### config.mk
export PLATFORM = sky130hd
export DESIGN_NAME = seg7_scan_ctrl
export DESIGN_NICKNAME = d
export VERILOG_FILES = /design/src/rtl/seg7_pkg.sv /design/src/rtl/seg7_decode.sv /design/src/rtl/seg7_scan_ctrl.sv
export SDC_FILE = /design/constraint.sdc
export NUM_CORES = 1
export LEC_CHECK = 0
export ABC_AREA = 1
export ABC_CLOCK_PERIOD_IN_PS = 3000
export CAP_MARGIN = 15
export CORE_ASPECT_RATIO = 1.4
export CORE_UTILIZATION = 55
export DETAILED_ROUTE_END_ITERATION = 12
export PLACE_DENSITY = 0.75
export RECOVER_POWER = 100
export SYNTH_ARGS = -nofsm -noshare
export SYNTH_HDL_FRONTEND = slang
export SYNTH_HIERARCHICAL = 1
export SYNTH_SLANG_ARGS = --single-unit
### constraint.sdc
create_clock -name clk -period 3 [get_ports clk]
set_input_delay 0.6 -clock clk [delete_from_list [all_inputs] [get_ports clk]]
set_output_delay 0.6 -clock clk [all_outputs]
set_load 0.02 [all_outputs]
### src/rtl/seg7_pkg.sv
// Shared seven-segment constants and glyph lookup for the scan controller.
// Patterns are active-low, bit order a,b,c,d,e,f,g,dp with dp left off.
package seg7_pkg;

  typedef logic [7:0] seg_t;

  localparam seg_t SEG_OFF = 8'hFF;
  localparam seg_t SEG_BAD = 8'hFE;

  localparam seg_t SEG_0 = 8'h03;
  localparam seg_t SEG_1 = 8'h9F;
  localparam seg_t SEG_2 = 8'h25;
  localparam seg_t SEG_3 = 8'h0D;
  localparam seg_t SEG_4 = 8'h99;
  localparam seg_t SEG_5 = 8'h49;
  localparam seg_t SEG_6 = 8'h41;
  localparam seg_t SEG_7 = 8'h1F;
  localparam seg_t SEG_8 = 8'h01;
  localparam seg_t SEG_9 = 8'h09;
  localparam seg_t SEG_A = 8'h11;
  localparam seg_t SEG_B = 8'hC1;
  localparam seg_t SEG_C = 8'h63;
  localparam seg_t SEG_D = 8'h85;
  localparam seg_t SEG_E = 8'h61;
  localparam seg_t SEG_F = 8'h71;

  // Full 0-F glyph table; callers decide whether A-F are allowed.
  function automatic seg_t seg_pattern(input logic [3:0] nib);
    seg_t pat;
    case (nib)
      4'h0: pat = SEG_0;
      4'h1: pat = SEG_1;
      4'h2: pat = SEG_2;
      4'h3: pat = SEG_3;
      4'h4: pat = SEG_4;
      4'h5: pat = SEG_5;
      4'h6: pat = SEG_6;
      4'h7: pat = SEG_7;
      4'h8: pat = SEG_8;
      4'h9: pat = SEG_9;
      4'hA: pat = SEG_A;
      4'hB: pat = SEG_B;
      4'hC: pat = SEG_C;
      4'hD: pat = SEG_D;
      4'hE: pat = SEG_E;
      default: pat = SEG_F;
    endcase
    return pat;
  endfunction

endpackage

### src/rtl/seg7_decode.sv
// Combinational nibble-to-segment decoder; A-F only legal in hex mode,
// otherwise the value is flagged invalid and shown as SEG_BAD.
module seg7_decode
  import seg7_pkg::*;
(
  input  logic [3:0] nibble,
  input  logic       hex_mode,
  output seg_t       pattern_c,
  output logic       valid_c
);

  always_comb begin
    valid_c   = hex_mode || (nibble < 4'd10);
    pattern_c = valid_c ? seg_pattern(nibble) : SEG_BAD;
  end

endmodule

### src/rtl/seg7_scan_ctrl.sv
// Multiplexed seven-segment scan controller with double-buffered digit data,
// anti-ghost blanking, blink, decimal points and leading-zero blanking.
module seg7_scan_ctrl
  import seg7_pkg::*;
#(
  parameter int unsigned DIGITS     = 4,
  parameter int unsigned SCAN_DIV   = 100000,
  parameter int unsigned BLANK_CYC  = 2000,
  parameter int unsigned BLINK_HALF = 50000000
) (
  input  logic                  clk,
  input  logic                  rst,
  input  logic [4*DIGITS-1:0]   digits_in,
  input  logic [DIGITS-1:0]     dp_in,
  input  logic [DIGITS-1:0]     blink_mask,
  input  logic                  load,
  input  logic                  hex_mode,
  input  logic                  lzb_en,
  output logic [DIGITS-1:0]     ssd_out,
  output logic [7:0]            D,
  output logic                  frame_done
);

  localparam int unsigned PW = (SCAN_DIV > 1) ? $clog2(SCAN_DIV) : 1;
  localparam int unsigned IW = (DIGITS > 1) ? $clog2(DIGITS) : 1;
  localparam int unsigned BW = (BLINK_HALF > 1) ? $clog2(BLINK_HALF) : 1;

  logic [PW-1:0]            presc;
  logic [IW-1:0]            idx;
  logic [BW-1:0]            blink_cnt;
  logic                     blink_phase;

  logic [DIGITS-1:0][3:0]   act_digits;
  logic [DIGITS-1:0]        act_dp;
  logic [DIGITS-1:0]        act_blink;
  logic [DIGITS-1:0][3:0]   pend_digits;
  logic [DIGITS-1:0]        pend_dp;
  logic [DIGITS-1:0]        pend_blink;
  logic                     pend_valid;

  logic                     presc_tc_c;
  logic                     frame_end_c;
  logic                     blink_tc_c;
  logic                     lz_run_c;
  logic [DIGITS-1:0]        lz_mask_c;
  logic [3:0]               cur_nibble_c;
  seg_t                     dec_pattern_c;
  logic                     dec_valid_c;
  logic [DIGITS-1:0]        ssd_nxt_c;
  seg_t                     seg_nxt_c;

  assign presc_tc_c   = (presc == PW'(SCAN_DIV - 1));
  assign frame_end_c  = presc_tc_c && (idx == IW'(DIGITS - 1));
  assign blink_tc_c   = (blink_cnt == BW'(BLINK_HALF - 1));
  assign cur_nibble_c = act_digits[idx];

  seg7_decode u_decode (
    .nibble    (cur_nibble_c),
    .hex_mode  (hex_mode),
    .pattern_c (dec_pattern_c),
    .valid_c   (dec_valid_c)
  );

  // Digit i is a leading zero when it and every digit above it are zero.
  always_comb begin
    lz_run_c  = 1'b1;
    lz_mask_c = '0;
    for (int i = DIGITS - 1; i >= 0; i--) begin
      lz_run_c     = lz_run_c && (act_digits[i] == 4'd0);
      lz_mask_c[i] = lz_run_c;
    end
  end

  // Next digit-enable and segment values for the current scan position.
  always_comb begin
    ssd_nxt_c = '1;
    seg_nxt_c = SEG_OFF;
    if (presc >= PW'(BLANK_CYC)) begin
      ssd_nxt_c = ~(DIGITS'(1) << idx);
      if (blink_phase && act_blink[idx]) begin
        seg_nxt_c = SEG_OFF;
      end else if (lzb_en && (idx != '0) && lz_mask_c[idx]) begin
        seg_nxt_c = SEG_OFF;
      end else if (!dec_valid_c) begin
        seg_nxt_c = SEG_BAD;
      end else begin
        seg_nxt_c = {dec_pattern_c[7:1], dec_pattern_c[0] & ~act_dp[idx]};
      end
    end
  end

  // Slot prescaler and digit index.
  always_ff @(posedge clk or negedge rst) begin
    if (!rst) begin
      presc <= '0;
      idx   <= '0;
    end else if (presc_tc_c) begin
      presc <= '0;
      idx   <= (idx == IW'(DIGITS - 1)) ? '0 : idx + 1'b1;
    end else begin
      presc <= presc + 1'b1;
    end
  end

  // Free-running blink half-period timer.
  always_ff @(posedge clk or negedge rst) begin
    if (!rst) begin
      blink_cnt   <= '0;
      blink_phase <= 1'b0;
    end else if (blink_tc_c) begin
      blink_cnt   <= '0;
      blink_phase <= ~blink_phase;
    end else begin
      blink_cnt   <= blink_cnt + 1'b1;
    end
  end

  // Double buffer: a load on the boundary bypasses the pending stage.
  always_ff @(posedge clk or negedge rst) begin
    if (!rst) begin
      act_digits  <= '0;
      act_dp      <= '0;
      act_blink   <= '0;
      pend_digits <= '0;
      pend_dp     <= '0;
      pend_blink  <= '0;
      pend_valid  <= 1'b0;
    end else if (load && frame_end_c) begin
      act_digits  <= digits_in;
      act_dp      <= dp_in;
      act_blink   <= blink_mask;
      pend_valid  <= 1'b0;
    end else begin
      if (frame_end_c && pend_valid) begin
        act_digits <= pend_digits;
        act_dp     <= pend_dp;
        act_blink  <= pend_blink;
        pend_valid <= 1'b0;
      end
      if (load) begin
        pend_digits <= digits_in;
        pend_dp     <= dp_in;
        pend_blink  <= blink_mask;
        pend_valid  <= 1'b1;
      end
    end
  end

  always_ff @(posedge clk or negedge rst) begin
    if (!rst) begin
      ssd_out    <= '1;
      D          <= SEG_OFF;
      frame_done <= 1'b0;
    end else begin
      ssd_out    <= ssd_nxt_c;
      D          <= seg_nxt_c;
      frame_done <= frame_end_c;
    end
  end

endmodule

==> impl_metrics.yaml <==
logic_synthesis:
  synth.top_cells.by_count: "sky130_fd_sc_hd__nand2_1 (261), sky130_fd_sc_hd__nor2_1 (147), sky130_fd_sc_hd__dfrtp_1 (96), sky130_fd_sc_hd__inv_1 (96), sky130_fd_sc_hd__nand3_1 (71)"
  syn_inst: 821
  synth-warning-count: 6
  synth_top_cells_by_area: "sky130_fd_sc_hd__dfrtp_1 (40%), sky130_fd_sc_hd__nand2_1 (16%), sky130_fd_sc_hd__nor2_1 (9.3%)"
  syn_avg_cell_area_um2: 7.26
  ys_dominant_reg_cell: "sky130_fd_sc_hd__dfrtp_1"
  synth-seq-cells: 108
  synth-edff-count: 0
  largest_area_contributor_in_the_netlist: "sky130_fd_sc_hd__dfrtp_1"
  yosys.cell_count.top_type: "sky130_fd_sc_hd__nand2_1"
  synth_sequential_area_ratio_pct: 45.6
  mappedNetlistNets: 864
  synthArstFlopShare_pct: 100
  syn-cell-area_um2: 5960
  synth.top_cell.area_share_pct: 40.3
  synth_cell_types: 37
placed_design:
  gp_congestion: 0.919
  placed_cells: 985
  detailed_place_hpwl_mm: 9.70
  portBuffers: 41
  dp_worst_setup_slack_ns: 0.513
timing:
  final.period_utilization_pct: 84.4
  finalClockSkew_ns: 0.00713
  grt_setup_unrepaired: "no"
  totalNegativeSetupSlack_ns: 0
  worstMarginPinSlew_ns: 1.28
  hold_viol: 0
  max-slew-margin-rel_pct: 14.7
  finalCriticalPeriod_ns: 2.53
  setup-violations-final: 0
  max_freq_mhz: 395
  finalMaxSlewViolations: 0
  setup_ws_ns: 0.469
cts:
  clock_h_tree_levels: 3
  cts_buffers: 9
  path_clk_slew_ns: 0.07
  cts_tree: "built"
  clock-sinks: 108
  clock-root-buffer: "sky130_fd_sc_hd__clkbuf_16"
  hold_buf_cts: 0
  cts.repair.resized: 0
  post-cts-setup-buffers: 0
  clock_path_buffers: 2
  clkLatencyLatePin_ns: 0.34
grt:
  antenna_found_initial: 0
  total_global_routing_overflow: 0
  track_usage_pct: 24.6
  grt_start_max_net_pins: 58
  grt_pass1_vias: 4982
  wire_length_of_the_first_global_routing_pass_mm: 22.5
worst_setup_path:
  worst_ep_arrival_time_ns: 2.78
  endpoint_kind: "flop"
  critPathSlowestCell: "sky130_fd_sc_hd__dfrtp_1"
  critPathLaunchType: "flop"
  worstSetupPathType: "flop to flop"
  crit_required_ns: 3.25
  cp_slowest_stage_delay_ns: 0.38
  cp_cell_sequence: "inv_1 -> o21ai_0 -> o22ai_1 -> inv_1 -> ha_1 -> inv_1 -> nand2_1 -> nand2_1 -> nand2_1 -> nand3_1 -> or2_2 -> nor2_1 -> nand3_1"
  crit_fanout: 16
flow_run:
  max-cap-violations: 0
floorplan:
  floorplan_die_area_um2: 11300
  die-height_um: 125
  placement_rows: 44
  boundaryPins: 42
  initial_core_util_pct: 57.0
  std_cell_core_area_um2: 10500
  die_w_um: 90.0
final_layout:
  area_used_by_multi_input_combinational_logic_um2: 2710
  layout-drive-gt1-share_pct: 6.14
  num-fill-cells: 910
  finalCoreUtilization_pct: 64.3
  antenna_cells: 0
  register_area_um2: 2720
  layout-area-overhead-vs-synth_pct: 12.9
  final-instance-count-excl-fill: 1001
  nets_final: 901
drt:
  post_drt_via_cell_ratio: 5.14
  detail-route-antenna-nets: 0
  vias: 5144
  postRouteWirelength_mm: 12.9
  wl_per_cell_um: 12.9
  firstDrtPassIters: 4
  detailedRoute.firstIterationViolations: 182
  drc: 0
power:
  power_per_cell_area_nw_per_um2: 408
  switchingPower_mw: 0.614
  internal_power_consumption_mw: 2.13
  p_comb_share_pct: 5.4
  power.clock.fraction_pct: 40.0
  seqPwrFrac_pct: 54.6
  worst_ir_drop_vdd_uv: 233
  power_leakage_nw: 3.61
  netSwitchingFraction_pct: 22.4
outcome:
  status: "finished, final reports clean"
min_path:
  hold_path_class: "flop to flop"
registers in the layout, summed over array words and instances, names as in the netlist:
name,cells
blink_cnt,26
presc,17
act_digits,16
pend_digits,16
D,8
act_blink,4
act_dp,4
pend_blink,4
pend_dp,4
ssd_out,4
idx,2
blink_phase,1
frame_done,1
pend_valid,1
power by group through the flow:
stage / Combinational, mW / Clock, mW / Sequential [mW]
floorplan: 0.0704 / 0 / 1.52
global placement: 0.150 / 0 / 1.53
detailed placement: 0.153 / 0 / 1.53
CTS: 0.153 / 1.12 / 1.50
global route: 0.174 / 1.17 / 1.50
finish: 0.149 / 1.10 / 1.50
final timing paths:
path                          start         end  slack (ns)  depth (start not counted)
min reg2reg                presc[0]    presc[0]        0.47                          1
min                        presc[0]    presc[0]        0.47                          1
max reg2reg                  idx[0]        D[4]        0.47                         13
min in group asynchronous       rst  pend_dp[0]        0.53                          1
max in group asynchronous       rst        D[4]        1.51                          2
max                          idx[0]        D[4]        0.47                         13
routing by layer:
metal	up-vias	track usage (%)	share of wire (%)	wire, µm
met5	-	0	0	0
met3	27	3.41	2.8	364
li1	2604	-	-	-
met1	2396	28.8	42	5380
met2	117	45.4	53	6780
met4	0	9.49	2.8	364
metrics by stage:
stage	total power [mW]	cell area, µm²	hold WS, ns
final	2.75	6730	0.467
after global routing	2.85	6730	0.493
after CTS	2.77	6760	0.305
after detailed placement	1.68	6480	0.459
after global placement	1.67	6480	0.444
after floorplan	1.59	5960	0.304
cell families after synthesis:
| group | synth area share, % |
|---|---|
| xor gates and xnor gates | 2.79 |
| DFF | 45.6 |
| and+or+nand+nor | 36.2 |
| AOI/OAI and AO/OA | 3.76 |
| adders and majority gates | 2.94 |
| buffers and inverters | 8.73 |
placed cells by master, fill, tap and decap left out, types with 2 or more instances in the layout:
cell type,instances
sky130_fd_sc_hd__o22ai_1,5
sky130_fd_sc_hd__xor2_1,15
sky130_fd_sc_hd__nor2_1,147
sky130_fd_sc_hd__dlygate4sd3_1,13
sky130_fd_sc_hd__xnor2_1,4
sky130_fd_sc_hd__ha_1,14
sky130_fd_sc_hd__nand2_1,263
sky130_fd_sc_hd__nor3_1,11
sky130_fd_sc_hd__inv_1,96
sky130_fd_sc_hd__dfrtp_1,96
sky130_fd_sc_hd__nand4_1,7
sky130_fd_sc_hd__inv_2,2
sky130_fd_sc_hd__a21oi_1,6
sky130_fd_sc_hd__clkinvlp_4,2
sky130_fd_sc_hd__nand3b_1,2
sky130_fd_sc_hd__clkbuf_2,2
sky130_fd_sc_hd__o21ai_0,21
sky130_fd_sc_hd__or2_2,8
sky130_fd_sc_hd__buf_4,6
sky130_fd_sc_hd__clkbuf_16,9
sky130_fd_sc_hd__o211ai_1,2
sky130_fd_sc_hd__dfstp_2,12
sky130_fd_sc_hd__clkinv_2,2
sky130_fd_sc_hd__nand3_1,71
sky130_fd_sc_hd__clkdlybuf4s50_1,27
sky130_fd_sc_hd__nor4_1,3
sky130_fd_sc_hd__clkbuf_1,2
worst max-delay path: cells and delay by family (launching register included):
kind,cells,cell delay [ns]
compound gates,2,0.50
fa+ha+maj,1,0.33
buf+inv,3,0.53
flops,1,0.38
simple gates,7,0.69
area by class of cell:
cell class / count / area share [%]
clock buffers: 12 / 3.66
clock inverters: 4 / 0.372
inverters: 100 / 5.65
multi-input cells: 590 / 40.3
flip-flops and latches: 108 / 40.4
well taps: 138 / 2.57
repair buffers: 49 / 7.07
No activity file was read; power rests on OpenSTA's default activity.
